--- src/rtl/frame_reader_pkg.sv ---
// frame_reader_pkg: state encoding, frame-geometry defaults and counter width helper
package frame_reader_pkg;
  typedef enum logic [1:0] {IDLE, RUN, STOP} state_t;
  localparam int FRAME_PIXELS_DEF = 76800;
  localparam int H_PIXELS_DEF = 320;
  function automatic int cnt_w(input int n);
    return (n <= 2) ? 1 : $clog2(n);
  endfunction
endpackage

--- src/rtl/frame_reader_fifo.sv ---
// frame_reader_fifo: first-word-fall-through FIFO with occupancy count
module frame_reader_fifo #(
  parameter int DATA_W = 16,
  parameter int DEPTH = 16
) (
  input  logic                     in_clk,
  input  logic                     in_reset,
  input  logic                     push,
  input  logic [DATA_W-1:0]        push_data,
  input  logic                     pop,
  output logic [DATA_W-1:0]        head,
  output logic                     empty,
  output logic                     full,
  output logic [$clog2(DEPTH):0]   count
);
  localparam int AW = $clog2(DEPTH);
  logic [DATA_W-1:0] mem [DEPTH];
  logic [AW-1:0] wr_ptr, rd_ptr;
  logic we, re;
  assign empty = count == '0;
  assign full = count == (AW+1)'(DEPTH);
  assign we = push && (!full || pop);
  assign re = pop && !empty;
  assign head = mem[rd_ptr];
  always_ff @(posedge in_clk or posedge in_reset)
    if (in_reset) begin
      wr_ptr <= '0;
      rd_ptr <= '0;
      count <= '0;
    end else begin
      wr_ptr <= wr_ptr + AW'(we);
      rd_ptr <= rd_ptr + AW'(re);
      count <= count + (AW+1)'(we) - (AW+1)'(re);
    end
  always_ff @(posedge in_clk)
    if (we) mem[wr_ptr] <= push_data;
endmodule

--- src/rtl/sdram_frame_reader.sv ---
// sdram_frame_reader: streams frames from SDRAM reads into a valid/ready pixel stream.
// Define FRAME_READER_UNDERFLOW_CNT_EN to add the underflow_count output.
module sdram_frame_reader
  import frame_reader_pkg::*;
#(
  parameter int ADDR_W = 25,
  parameter int DATA_W = 16,
  parameter int FRAME_PIXELS = FRAME_PIXELS_DEF,
  parameter int H_PIXELS = H_PIXELS_DEF,
  parameter int FIFO_DEPTH = 16
) (
  input  logic              in_clk,
  input  logic              in_reset,
  input  logic              in_start,
  output logic              read,
  output logic [ADDR_W-1:0] read_addr,
  input  logic              waitrequest,
  input  logic [DATA_W-1:0] readdata,
  input  logic              readdatavalid,
  output logic [DATA_W-1:0] pix_data,
  output logic              pix_valid,
  input  logic              pix_ready,
  output logic              pix_sof,
  output logic              pix_eol,
  output logic              busy,
`ifdef FRAME_READER_UNDERFLOW_CNT_EN
  output logic [15:0]       underflow_count,
`endif
  output logic [15:0]       frame_count
);
  localparam int CW = $clog2(FIFO_DEPTH) + 1;
  localparam int PW = cnt_w(FRAME_PIXELS);
  localparam int HW = cnt_w(H_PIXELS);
  state_t state, state_n;
  logic [CW-1:0] pending, fifo_count, pend_n, cnt_n;
  logic [CW:0] credit_n;
  logic [ADDR_W-1:0] addr_n;
  logic [DATA_W-1:0] head;
  logic [PW-1:0] pix_cnt;
  logic [HW-1:0] col_cnt;
  logic acc, pop, empty, full, last_addr, want, read_n;
  assign acc = read && !waitrequest;
  assign last_addr = read_addr == ADDR_W'(FRAME_PIXELS - 1);
  assign pix_valid = !empty;
  assign pop = pix_valid && pix_ready;
  assign pix_data = pix_valid ? head : '0;
  assign pix_sof = pix_valid && pix_cnt == '0;
  assign pix_eol = pix_valid && col_cnt == HW'(H_PIXELS - 1);
  assign busy = state != IDLE;
  // Credit is judged on post-edge occupancy so outstanding + buffered never exceeds the FIFO.
  always_comb begin
    addr_n = acc ? (last_addr ? '0 : read_addr + ADDR_W'(1)) : read_addr;
    state_n = state == IDLE ? (in_start ? RUN : IDLE)
            : state == RUN  ? (in_start ? RUN : STOP)
            : (in_start && read_addr != '0) ? RUN
            : (read_addr == '0 && pending == '0 && empty && !read) ? IDLE : STOP;
    pend_n = pending + CW'(acc) - CW'(readdatavalid);
    cnt_n = fifo_count + CW'(readdatavalid) - CW'(pop);
    credit_n = {1'b0, pend_n} + {1'b0, cnt_n};
    want = state_n == RUN || (state_n == STOP && addr_n != '0);
    read_n = (read && waitrequest) || (want && credit_n < (CW+1)'(FIFO_DEPTH));
  end
  always_ff @(posedge in_clk or posedge in_reset)
    if (in_reset) begin
      state <= IDLE;
      read <= 1'b0;
      read_addr <= '0;
      pending <= '0;
      frame_count <= '0;
      pix_cnt <= '0;
      col_cnt <= '0;
    end else begin
      state <= state_n;
      read <= read_n;
      read_addr <= addr_n;
      pending <= pend_n;
      frame_count <= frame_count + 16'(acc && last_addr);
      if (pop) begin
        pix_cnt <= pix_cnt == PW'(FRAME_PIXELS - 1) ? '0 : pix_cnt + PW'(1);
        col_cnt <= col_cnt == HW'(H_PIXELS - 1) ? '0 : col_cnt + HW'(1);
      end
    end
  frame_reader_fifo #(.DATA_W(DATA_W), .DEPTH(FIFO_DEPTH)) u_fifo (
    .in_clk(in_clk),
    .in_reset(in_reset),
    .push(readdatavalid),
    .push_data(readdata),
    .pop(pop),
    .head(head),
    .empty(empty),
    .full(full),
    .count(fifo_count)
  );
`ifdef FRAME_READER_UNDERFLOW_CNT_EN
  logic seen;
  always_ff @(posedge in_clk or posedge in_reset)
    if (in_reset) begin
      seen <= 1'b0;
      underflow_count <= '0;
    end else begin
      seen <= state != IDLE && (seen || pix_valid);
      if (state == RUN && pix_ready && !pix_valid && seen && underflow_count != '1)
        underflow_count <= underflow_count + 16'd1;
    end
`endif
  rdv_ok: assert property (@(posedge in_clk) disable iff (in_reset)
    readdatavalid |-> (pending != '0 && !full));
endmodule

--- config.mk ---
export PLATFORM = sky130hd
export DESIGN_NAME = sdram_frame_reader
export DESIGN_NICKNAME = d
export VERILOG_FILES = /design/src/rtl/frame_reader_pkg.sv /design/src/rtl/frame_reader_fifo.sv /design/src/rtl/sdram_frame_reader.sv
export SDC_FILE = /design/constraint.sdc
export NUM_CORES = 1
export LEC_CHECK = 0
export CAP_MARGIN = 20
export CORE_MARGIN = 2
export CORE_UTILIZATION = 56
export CTS_BUF_LIST = sky130_fd_sc_hd__clkbuf_4 sky130_fd_sc_hd__clkbuf_8
export CTS_CLUSTER_DIAMETER = 40
export DETAILED_ROUTE_END_ITERATION = 6
export GPL_TIMING_DRIVEN = 1
export PLACE_DENSITY = 0.77
export SLEW_MARGIN = 20
export SYNTH_ARGS = -nofsm -noshare
export SYNTH_HDL_FRONTEND = slang
export SYNTH_HIERARCHICAL = 1
export SYNTH_SLANG_ARGS = --single-unit
--- constraint.sdc ---
create_clock -name in_clk -period 3.7 [get_ports in_clk]
set_clock_uncertainty 0.2 [all_clocks]
set_input_delay 0.74 -clock in_clk [delete_from_list [all_inputs] [get_ports in_clk]]
set_output_delay 0.74 -clock in_clk [all_outputs]
set_load 0.02 [all_outputs]
# Word level (Yosys, flattened, before mapping)
# Memories as Yosys holds them, arrays and structs flattened.
# Index checks and enable logic that the tools add are counted.
# word_totals
register_bits	88
latch_bits	0
ram_bits	256
mem_bits_ro	0
in_bits	22
output_inout_bits	62
wordCells	74
memories	1
# memory_table
name	depth	width	rd	rd_ports_with_merged_regs	write_ports	line_no	source
u_fifo.mem	16	16	1	0	1	frame_reader_fifo.sv:17	logic [DATA_W-1:0] mem [DEPTH];
# op_classes
add_sub_neg	13
mul	0
n_div	0
n_lt_le_gt_ge	1
eq_ne	7
n_shift	0
n_mux	13
bitwise	0
n_reduce_logical	29
# op_table
operator	n
$mux 25	2
$reduce_bool 25->1	2
$add 25x1->25 const B	1
$eq 25x17->1 const B	1
$logic_not 25->1	1
$add 17x1->17 const B	1
$eq 17x17->1 const B	1
$logic_not 17->1	1
$mux 17	1
$add 16x1->16	1
$mux 16	1
$add 5x1->5	3
$sub 5x1->5	3
$logic_and 1x1->1	14
$logic_not 5->1	2
$mux 2	5
$add 9x1->9 const B	1
$eq 9x9->1 const B	1
$mux 9	1
$add 4x1->4	2
$add 5x5->6	1
$lt 6x5->1 const B	1
$eq 5x5->1 const B	1
$eq 2x1->1 const B	2
other kinds (6)	13

# Longest topological paths before layout
# Gate-level depths: netlist (run 1).
# logic_depth
depth_word	13
ltp_mapped	19

# Cells and area by module
# Netlist (run 1), hierarchy kept.
# by_module_without_submodules
mod	n_inst	cells_each	area_per_inst_um2	seq_area_each_um2
frame_reader_fifo	1	472	10423.7	8012.7
sdram_frame_reader	1	443	4275.4	1876.8

# Worst setup path before layout (run 1)
# No wires, ideal clock.
# synth_timing
path_kind	register to register
start	register u_fifo.count[3]
end	register read
setup_time_ns	0.066
t_arrival_ns	3.929
slack_ns	-0.495
path_stages_with_launch	20
path_buffers	2
period_less_slack_ns	4.195
path_cell_list	dfrtp_1 > inv_1 > ha_1 > nor4b_1 > clkbuf_1 > inv_1 > nand2_1 > inv_1 > clkbuf_1 > ha_1 > inv_1 > ha_1 > fa_1 > a21o_1 > a21oi_1 > xnor2_1 > ha_1 > nor3_1 > a32o_1 > o31a_1
# synth_via
word_cells_on_any_way	19
cone_classes	add/sub: 3; order compare: 1; eq/ne: 2; mux: 4; reduce/logical: 9
# synth_lines
item	line_no	source
start: declaration	frame_reader_fifo.sv:14	output logic [$clog2(DEPTH):0] count
start signal: assignment	frame_reader_fifo.sv:33	count <= count + (AW+1)'(we) - (AW+1)'(re);
$logic_not 5->1	frame_reader_fifo.sv:20	assign empty = count == '0;
net empty	sdram_frame_reader.sv:41	logic acc, pop, empty, full, last_addr, want, read_n;
$logic_not 1->1	sdram_frame_reader.sv:44	assign pix_valid = !empty;
net pix_valid	sdram_frame_reader.sv:21	output logic pix_valid,
$logic_and 1x1->1	sdram_frame_reader.sv:45	assign pop = pix_valid && pix_ready;
net pop	sdram_frame_reader.sv:41	
$sub 5x1->5	sdram_frame_reader.sv:58	cnt_n = fifo_count + CW'(readdatavalid) - CW'(pop);
$add 5x5->6	sdram_frame_reader.sv:59	credit_n = {1'b0, pend_n} + {1'b0, cnt_n};
$lt 6x5->1	sdram_frame_reader.sv:61	read_n = (read && waitrequest) || (want && credit_n < (CW+1)'(FIFO_DEPTH));
$logic_and 1x1->1	sdram_frame_reader.sv:61	
$logic_or 1x1->1	sdram_frame_reader.sv:61	
net read_n	sdram_frame_reader.sv:41	
end signal: assignment	sdram_frame_reader.sv:74	read <= read_n;
end: declaration	sdram_frame_reader.sv:15	output logic read,
# The timed path passes the listed nets, and every way through them passes these cells.
# A chain may end at the register's enable or synchronous reset.

# Worst setup path in the final report (run 1)
# layout_timing
start	register u_fifo.rd_ptr[0]
end	output port pix_data[4]
# layout_via
elab_chain_cells	2
# layout_rtl
item	line_no	source
start: declaration	frame_reader_fifo.sv:18	logic [AW-1:0] wr_ptr, rd_ptr;
start signal: assignment	frame_reader_fifo.sv:32	rd_ptr <= rd_ptr + AW'(re);
$mem_v2 16x16	--	
net head[4]	sdram_frame_reader.sv:38	logic [DATA_W-1:0] head;
$mux 16	sdram_frame_reader.sv:46	assign pix_data = pix_valid ? head : '0;
end: declaration	sdram_frame_reader.sv:20	output logic [DATA_W-1:0] pix_data,
# The timed path passes the listed nets, and every way through them passes these cells.

==> results_dict.tcl, run 1 <==
set metrics [dict create \
    insertion_delay_ns 0.59 \
    min_period_ns 3.586 \
    dpl_cell_area_um2 16340 \
    worst_pin_slew_ns 0.7431 \
    dp_slack_ns -0.1547 \
    drive_gt1_frac 0.2222 \
    drv_cap 0 \
    grt_pass1_wl_um 49180 \
    dr.pass1.iters 5 \
    layout_common_cells "edfxtp_1, dfrtp_1, clkdlybuf4s50_1" \
    drcViolationCount 0 \
    rows 59 \
    irDropWorstVdd_v 0.0004478 \
    setup_viol 0 \
    slew_violations 0 \
    fill_cells 1720 \
    period_share 0.9692 \
    wl_per_cell_um 21.63 \
    portBuffers 83 \
    routed_wl_um 31590 \
    syn_avg_cell_area_um2 16.08 \
    power.leakage_uw 0.006672 \
    diodes 0 \
    drt_iter0_drc 834 \
    p_int_uw 9002 \
    vias 8579 \
    layout_commonest_cell "edfxtp_1" \
    die_w_um 166.0 \
    p_clk_frac 0.284 \
    max_freq_ghz 0.2789 \
    hold_violations 0 \
    dieArea_um2 27550 \
    hold_path_class "reg -> reg" \
    status "finished clean" \
    clock-sinks 344 \
    comb_power_share 0.335 \
    grt_util_all_layers 0.2324 \
    start_util 0.5671 \
    final_area_um2 17690 \
    relSlewSlack 0.5000 \
    gp_congestion 0.8257 \
    crit_family "multiplexers" \
    cp_cell_sequence "buf_12 -> mux4_1 -> a22oi_1 -> nand2_1 -> nor2b_1 -> dlygate4sd2_1" \
    worstPathArrival_ns 2.65 \
    postCtsHoldBufs 0 \
    cts_buffer_depth 3 \
    ant_nets 0 \
    htree_levels 2 \
    share_seq_of_total_power 0.381 \
    pin_count 84 \
    synth_nets 971 \
    seq_area_um2 9894 \
    antenna_found_initial 0 \
    cts_tree "built" \
    critPathKind "reg -> out" \
    crit_fanout 17 \
    syn-instance-count 914 \
    via_per_inst 5.876 \
    cp_slowest_cell "mux4_1" \
    required_ns 2.76 \
    setup_slack_ns 0.1140 \
    switching_share 0.3163 \
    hpwl_um 19140 \
    dieHeight_um 166.0 \
    grt_max_degree 37 \
    coreArea_um2 25910 \
    cts_buffers 54 \
    grt_pass1_vias 8751 \
    clk_pin_slew_ns 0.06 \
    multi_input_area_um2 4553 \
    syn_to_final_growth_pct 20.37 \
    clockRootBuffer "clkbuf_8" \
    synth_warnings 6 \
    syn_area_um2 14700 \
    fin_tns_setup_ns 0 \
    overflow 0 \
    crit_path_start_kind "flop" \
    p_sw_uw 4165 \
    final_nets 1137 \
    critPathMaxStageDelay_ns 0.56 \
    cp_num_buf_inv 2 \
    rsz0062_at_grt "true" \
    powerDensity_nw_per_um2 744.3 \
    end_kind "output port" \
]
what timing repair did:
action / 4_1_cts / 5_1_grt
gates cloned: 1 / 0
pin swaps: 0 / 1
resized for setup: 27 / 22
setup endpoints to repair: 17 / 16
buffers inserted: 3 / 3
worst paths after layout:
| check | start | to | slack, ns | cells after the start |
|---|---|---|---|---|
| worst min-delay path | frame_count[15] | frame_count[15] | 0.27 | 1 |
| max in group asynchronous | in_reset | col_cnt[1] | 2.13 | 3 |
| worst min register to register | frame_count[15] | frame_count[15] | 0.27 | 1 |
| worst max-delay path | u_fifo/rd_ptr[0] | pix_data[4] | 0.11 | 6 |
| worst max register to register | u_fifo/count[3] | read | 0.14 | 17 |
| min in group asynchronous | in_reset | pending[0] | 0.36 | 2 |
cell type report:
type	count	area share
clock buffer	70	0.04916
clock inverter	31	0.02384
inverter	43	0.009336
multi-input combinational	491	0.2574
sequential	344	0.5593
tap	335	0.02369
timing repair buffer	146	0.07724
power by group through the flow:
stage	logic [uW]	clock network, uW	registers [uW]
finish	4410	3740	5020
global placement	4250	0	5090
CTS	4420	3800	5010
global route	4810	3950	5080
detailed placement	4360	0	5120
floorplan	2990	0	4970
state kept, by name, summed over array words and instances (netlist names), 5 cells and up:
| register | count |
|---|---|
| u_fifo/mem | 256 |
| u_fifo/count | 5 |
| frame_count | 16 |
| pix_cnt | 17 |
| read_addr | 25 |
| col_cnt | 9 |
| pending | 5 |
through the flow:
step                total power [uW]  hold WS [ns]  std cells  utilization
finish                         13170        0.2668       1460       0.6827
global route                   13840        0.2847       1460       0.6827
CTS                            13230        0.2694       1458       0.6823
detailed placement              9480        0.2618       1353       0.6306
global placement                9341        0.2606       1353       0.6306
floorplan                       7968        0.2454        914            -
per-layer routing:
layer  vias up  GRT usage  part of all wire
li1       3852          -                 -
met1      4312     0.3082              0.39
met2       333     0.3974              0.51
met3        82    0.03742             0.070
met4         0    0.07750             0.030
met5         -          0                 0
(Power assumes the default switching activity.)
==> inputs of run 2 (changes only) <==
Settings changed: CORE_UTILIZATION 56 to 65, GPL_ROUTABILITY_DRIVEN from default to 0, PLACE_DENSITY 0.77 to 0.84.
Clock period 3.7 ns to 4.3 ns, I/O delays scaled along.
==> run 2 against run 1 <==
Final cell count decreased by 4.8%. Wire length fell by 4.4%. Die area shrank 14%. Count of clock-buffer cells in the layout increased by 10. Hold slack lost 0.0045 ns. Sequential power down 14%. Via count fell by 1.7%. Combinational power is 16% lower. Critical endpoint is now pix_data[3]. Critical path depth unchanged. Sequential share of layout area is 1.3 points higher.
==> results_dict.tcl, run 2 (same netlist as run 1, synthesis figures left out) <==
set metrics [dict create \
    grt_pass1_wl_um 47320 \
    min_period_ns 4.080 \
    rows 55 \
    ant_nets 0 \
    fin_tns_setup_ns 0 \
    power.leakage_uw 0.006475 \
    hold_violations 0 \
    dr.pass1.iters 7 \
    start_util 0.6550 \
    cts_buffers 55 \
    drive_gt1_frac 0.1891 \
    share_seq_of_total_power 0.393 \
    crit_path_start_kind "flop" \
    rsz0062_at_grt "false" \
    via_per_inst 6.064 \
    overflow 0 \
    largest_register_ffs 256 \
    crit_fanout 26 \
    setup_viol 0 \
    grt_util_all_layers 0.2605 \
    p_int_uw 7507 \
    fill_cells 1275 \
    relSlewSlack 0.4698 \
    powerDensity_nw_per_um2 634.7 \
    grt_max_degree 67 \
    irDropWorstVdd_v 0.0004921 \
    drt_iter0_drc 615 \
    slew_violations 0 \
    diodes 0 \
    clockRootBuffer "clkbuf_8" \
    grt_pass1_vias 8723 \
    period_share 0.9487 \
    final_nets 1117 \
    cts_tree "built" \
    dieHeight_um 154.4 \
    cts_buffer_depth 3 \
    hpwl_um 18810 \
    clk_pin_slew_ns 0.06 \
    layout_commonest_cell "edfxtp_1" \
    clock-sinks 344 \
    status "finished clean" \
    largest_register "u_fifo/mem" \
    pin_count 84 \
    htree_levels 2 \
    cp_cell_sequence "buf_12 -> mux4_1 -> a22oi_1 -> nand2_1 -> nor2b_1 -> clkdlybuf4s50_1" \
    critPathMaxStageDelay_ns 0.58 \
    routed_wl_um 30190 \
    required_ns 3.24 \
    multi_input_area_um2 4502 \
    wl_per_cell_um 21.72 \
    syn_to_final_growth_pct 17.68 \
    die_w_um 154.4 \
    dieArea_um2 23830 \
    insertion_delay_ns 0.59 \
    switching_share 0.3161 \
    worst_pin_slew_ns 0.7941 \
    max_freq_ghz 0.2451 \
    layout_common_cells "edfxtp_1, dfrtp_1, clkdlybuf4s50_1" \
    antenna_found_initial 0 \
    p_sw_uw 3469 \
    portBuffers 83 \
    comb_power_share 0.336 \
    p_total_uw 10980 \
    p_clk_frac 0.270 \
    cp_slowest_cell "mux4_1" \
    reg_top3 "u_fifo/mem x256, read_addr x25, pix_cnt x17" \
    critPathKind "reg -> out" \
    drv_cap 0 \
    worstPathArrival_ns 3.02 \
    end_kind "output port" \
    r2r_slack_ns 0.37 \
    coreArea_um2 22430 \
    drcViolationCount 0 \
    seq_area_um2 9894 \
    vias 8429 \
    hold_path_class "reg -> reg" \
]
## run 2: critical path: cells and delay by family, from the launching register on
kind / cells / cell delay (ns)
buffers and inverters: 2 / 0.79
AO/OA/AOI/OAI: 1 / 0.34
flip-flops: 1 / 0.50
multiplexers: 1 / 0.58
AND/OR/NAND/NOR: 2 / 0.21
## run 2: metal layers
metal  routed length, um  GRT usage
met3                1951    0.04343
met4                 925     0.1014
met1               12100     0.3538
met5                   0          0
met2               15220     0.4324
## run 2: through the flow
stage	worst slack, ns	hold WS [ns]	utilization	area, um2	cells
after floorplan	0.1053	0.2454	-	14700	914
after global placement	0.2037	0.2590	0.7157	16060	1284
after detailed placement	0.09108	0.2560	0.7157	16060	1284
after CTS	0.07128	0.2671	0.7695	17260	1386
after global routing	0.1103	0.2743	0.7708	17290	1390
final	0.2204	0.2623	0.7708	17290	1390
## run 2: repair_timing
item,CTS,global route
setup endpoints to repair,2,4
gates resized for setup,2,0
hold buffers,0,0
hold endpoints to repair,0,0
buffers inserted,0,4
## run 2: power groups by stage
stage	Combinational [uW]	Sequential (uW)	Clock [uW]
after floorplan	2560	4270	0
after detailed placement	3620	4400	0
after CTS	3670	4340	3020
after global routing	4010	4360	3150
after global placement	3530	4380	0
final	3690	4320	2960
## run 2: final cells by class
cell class              count  area share
multi-input cells         491      0.2603
clock buffers              80     0.05716
flip-flops and latches    344      0.5722
clock inverters            22     0.01252
well taps                 285     0.02062
repair buffers            125     0.06787
inverters                  43    0.009334
## run 2: worst paths after layout
check	startpoint	endpoint	depth (start not counted)
setup / recovery	u_fifo/rd_ptr[0]	pix_data[3]	6
hold / removal	frame_count[15]	frame_count[15]	1
setup reg to reg	u_fifo/count[3]	read	17
hold reg to reg	frame_count[15]	frame_count[15]	1
max in group asynchronous	in_reset	read_addr[23]	3
min in group asynchronous	in_reset	u_fifo/wr_ptr[0]	2
==> inputs of run 3 (changes only) <==
Settings changed: CORE_UTILIZATION 65 to 62, PLACE_DENSITY 0.84 to 0.8.
Clock period 4.3 ns to 4.2 ns, I/O delays scaled along.
==> run 3 against run 2 <==
Clock power is 3% lower. Global-route usage is 0.28 points lower. Sequential cell count stayed put. Sequential share of layout area is 0.23 points lower. Critical endpoint is now pix_sof. Largest power group unchanged.
==> results_dict.tcl, run 3 (same netlist as run 1, synthesis figures left out) <==
set metrics [dict create \
    p_total_uw 11170 \
    vias 8582 \
    cp-startpoint "u_fifo/count[2]" \
    clock-sinks 344 \
    drt-met1-wl_um 12060 \
    worst_pin_slew_ns 0.8088 \
    p_clk_frac 0.257 \
    cp_cell_sequence "inv_1 -> ha_1 -> nor4b_2 -> nor4_1 -> nand4_1 -> nor4b_1 -> clkdlybuf4s50_1" \
    wl_met3_um 2170 \
    crit_path_start_kind "flop" \
    drv_cap 0 \
    share_seq_of_total_power 0.402 \
    drive_gt1_frac 0.1869 \
    powerDensity_nw_per_um2 643.2 \
    top_layer "met4" \
    worstPathArrival_ns 2.96 \
    layout_commonest_cell "edfxtp_1" \
    comb_power_share 0.341 \
    critPathMaxStageDelay_ns 0.67 \
    dieHeight_um 158.0 \
    layout_common_cells "edfxtp_1, dfrtp_1, clkdlybuf4s50_1" \
    max_freq_ghz 0.2497 \
    dr.pass1.iters 5 \
    slew_violations 0 \
    portBuffers 83 \
    hp-start "col_cnt[7]" \
    required_ns 3.16 \
    die_w_um 158.0 \
    dieArea_um2 24950 \
    cp_slowest_cell "clkdlybuf4s50_1" \
    clk_pin_slew_ns 0.06 \
    antenna_found_initial 0 \
    via_per_inst 5.993 \
    largest_register "u_fifo/mem" \
    hpwl_um 19800 \
    rsz0062_at_grt "false" \
    end_kind "output port" \
    relSlewSlack 0.4608 \
    reg_top3 "u_fifo/mem x256, read_addr x25, pix_cnt x17" \
    period_share 0.9536 \
    grt_util_all_layers 0.2577 \
    p_int_uw 7579 \
    coreArea_um2 23400 \
    status "finished clean" \
    setup_viol 0 \
    pin_count 84 \
    grt_max_degree 45 \
    routed_wl_um 31080 \
    drt_iter0_drc 697 \
    fin_hold_ws_ns 0.2696 \
    rows 56 \
    cts_buffer_depth 3 \
    grt_pass1_wl_um 47820 \
    final-instance-count-excl-fill 1432 \
    reg2reg_from "u_fifo/count[2]" \
    postCtsHoldBufs 0 \
    start_util 0.6279 \
    min_period_ns 4.005 \
    p_sw_uw 3591 \
    wl_per_cell_um 21.70 \
    fin_tns_setup_ns 0 \
    cts_tree "built" \
    grt_pass1_vias 8717 \
    ant_nets 0 \
    hold_violations 0 \
    clockRootBuffer "clkbuf_8" \
    place_inst 1328 \
    wl_met2_um 16330 \
    power.leakage_uw 0.006493 \
    insertion_delay_ns 0.57 \
    cts_buffers 54 \
    drcViolationCount 0 \
    htree_levels 2 \
    final_nets 1125 \
    diodes 0 \
    overflow 0 \
    hold_path_class "reg -> reg" \
    crit_fanout 4 \
    largest_register_ffs 256 \
    syn_to_final_growth_pct 18.18 \
    switching_share 0.3215 \
    irDropWorstVdd_v 0.0005503 \
    critPathKind "reg -> out" \
]
-- run 3: cell types whose count changed in the layout (fill, tap and decap cells not counted), moves of 2 or more --
cell / before / now
clkinv_2: 4 / 11
buf_4: 39 / 45
clkinvlp_4: 3 / 1
clkbuf_4: 18 / 10
clkinv_1: 9 / 18
clkbuf_8: 62 / 54
buf_12: 2 / 6
-- run 3: metal layers --
metal | global-route usage | vias to the layer above
li1 | - | 3824
met1 | 0.3370 | 4367
met2 | 0.4538 | 339
met3 | 0.04243 | 52
met4 | 0.06864 | 0
met5 | 0 | -
-- run 3: path summary, 6_finish.rpt --
path | to | slack, ns | cells after the start
setup / recovery | pix_sof | 0.20 | 7
hold / removal | col_cnt[7] | 0.27 | 1
setup reg to reg | read | 0.42 | 17
hold reg to reg | col_cnt[7] | 0.27 | 1
max in group asynchronous | read_addr[6] | 2.58 | 3
min in group asynchronous | u_fifo/wr_ptr[2] | 0.48 | 2
-- run 3: stage by stage --
stage / area, um2 / setup slack (ns) / util
6_report: 17370 / 0.1951 / 0.7421
5_1_grt: 17370 / 0.01539 / 0.7421
4_1_cts: 17370 / 0.1494 / 0.7421
3_5_place_dp: 16220 / 0.1213 / 0.6932
3_3_place_gp: 16220 / 0.2217 / 0.6932
2_1_floorplan: 14700 / 0.005330 / -
-- run 3: critical path, delay by kind of cell, from the launching register on --
| kind | cells | cell delay (ns) |
|---|---|---|
| fa+ha+maj | 1 | 0.21 |
| buf+inv | 2 | 0.75 |
| flops | 1 | 0.39 |
| simple gates | 4 | 1.05 |
-- run 3: layout make-up --
cell class | count | area, um2
sequential | 344 | 9897
fill | 1451 | 6036
multi-input combinational | 491 | 4502
timing repair buffer | 134 | 1289
clock buffer | 64 | 818.3
tap | 319 | 399.1
clock inverter | 37 | 300.3
inverter | 43 | 161.4
-- run 3: power groups by stage --
| stage | combinational [uW] | clock, uW | sequential, uW |
|---|---|---|---|
| floorplan | 2620 | 0 | 4370 |
| detailed placement | 3720 | 0 | 4580 |
| global route | 4120 | 3080 | 4540 |
| CTS | 3820 | 2920 | 4490 |
| global placement | 3620 | 0 | 4550 |
| finish | 3800 | 2870 | 4490 |
-- run 3: timing repair --
| item | in CTS | in global routing |
|---|---|---|
| endpoints found under the setup margin | 3 | 0 |
| buffers inserted | 3 | 0 |
| gates resized for setup | 1 | 0 |
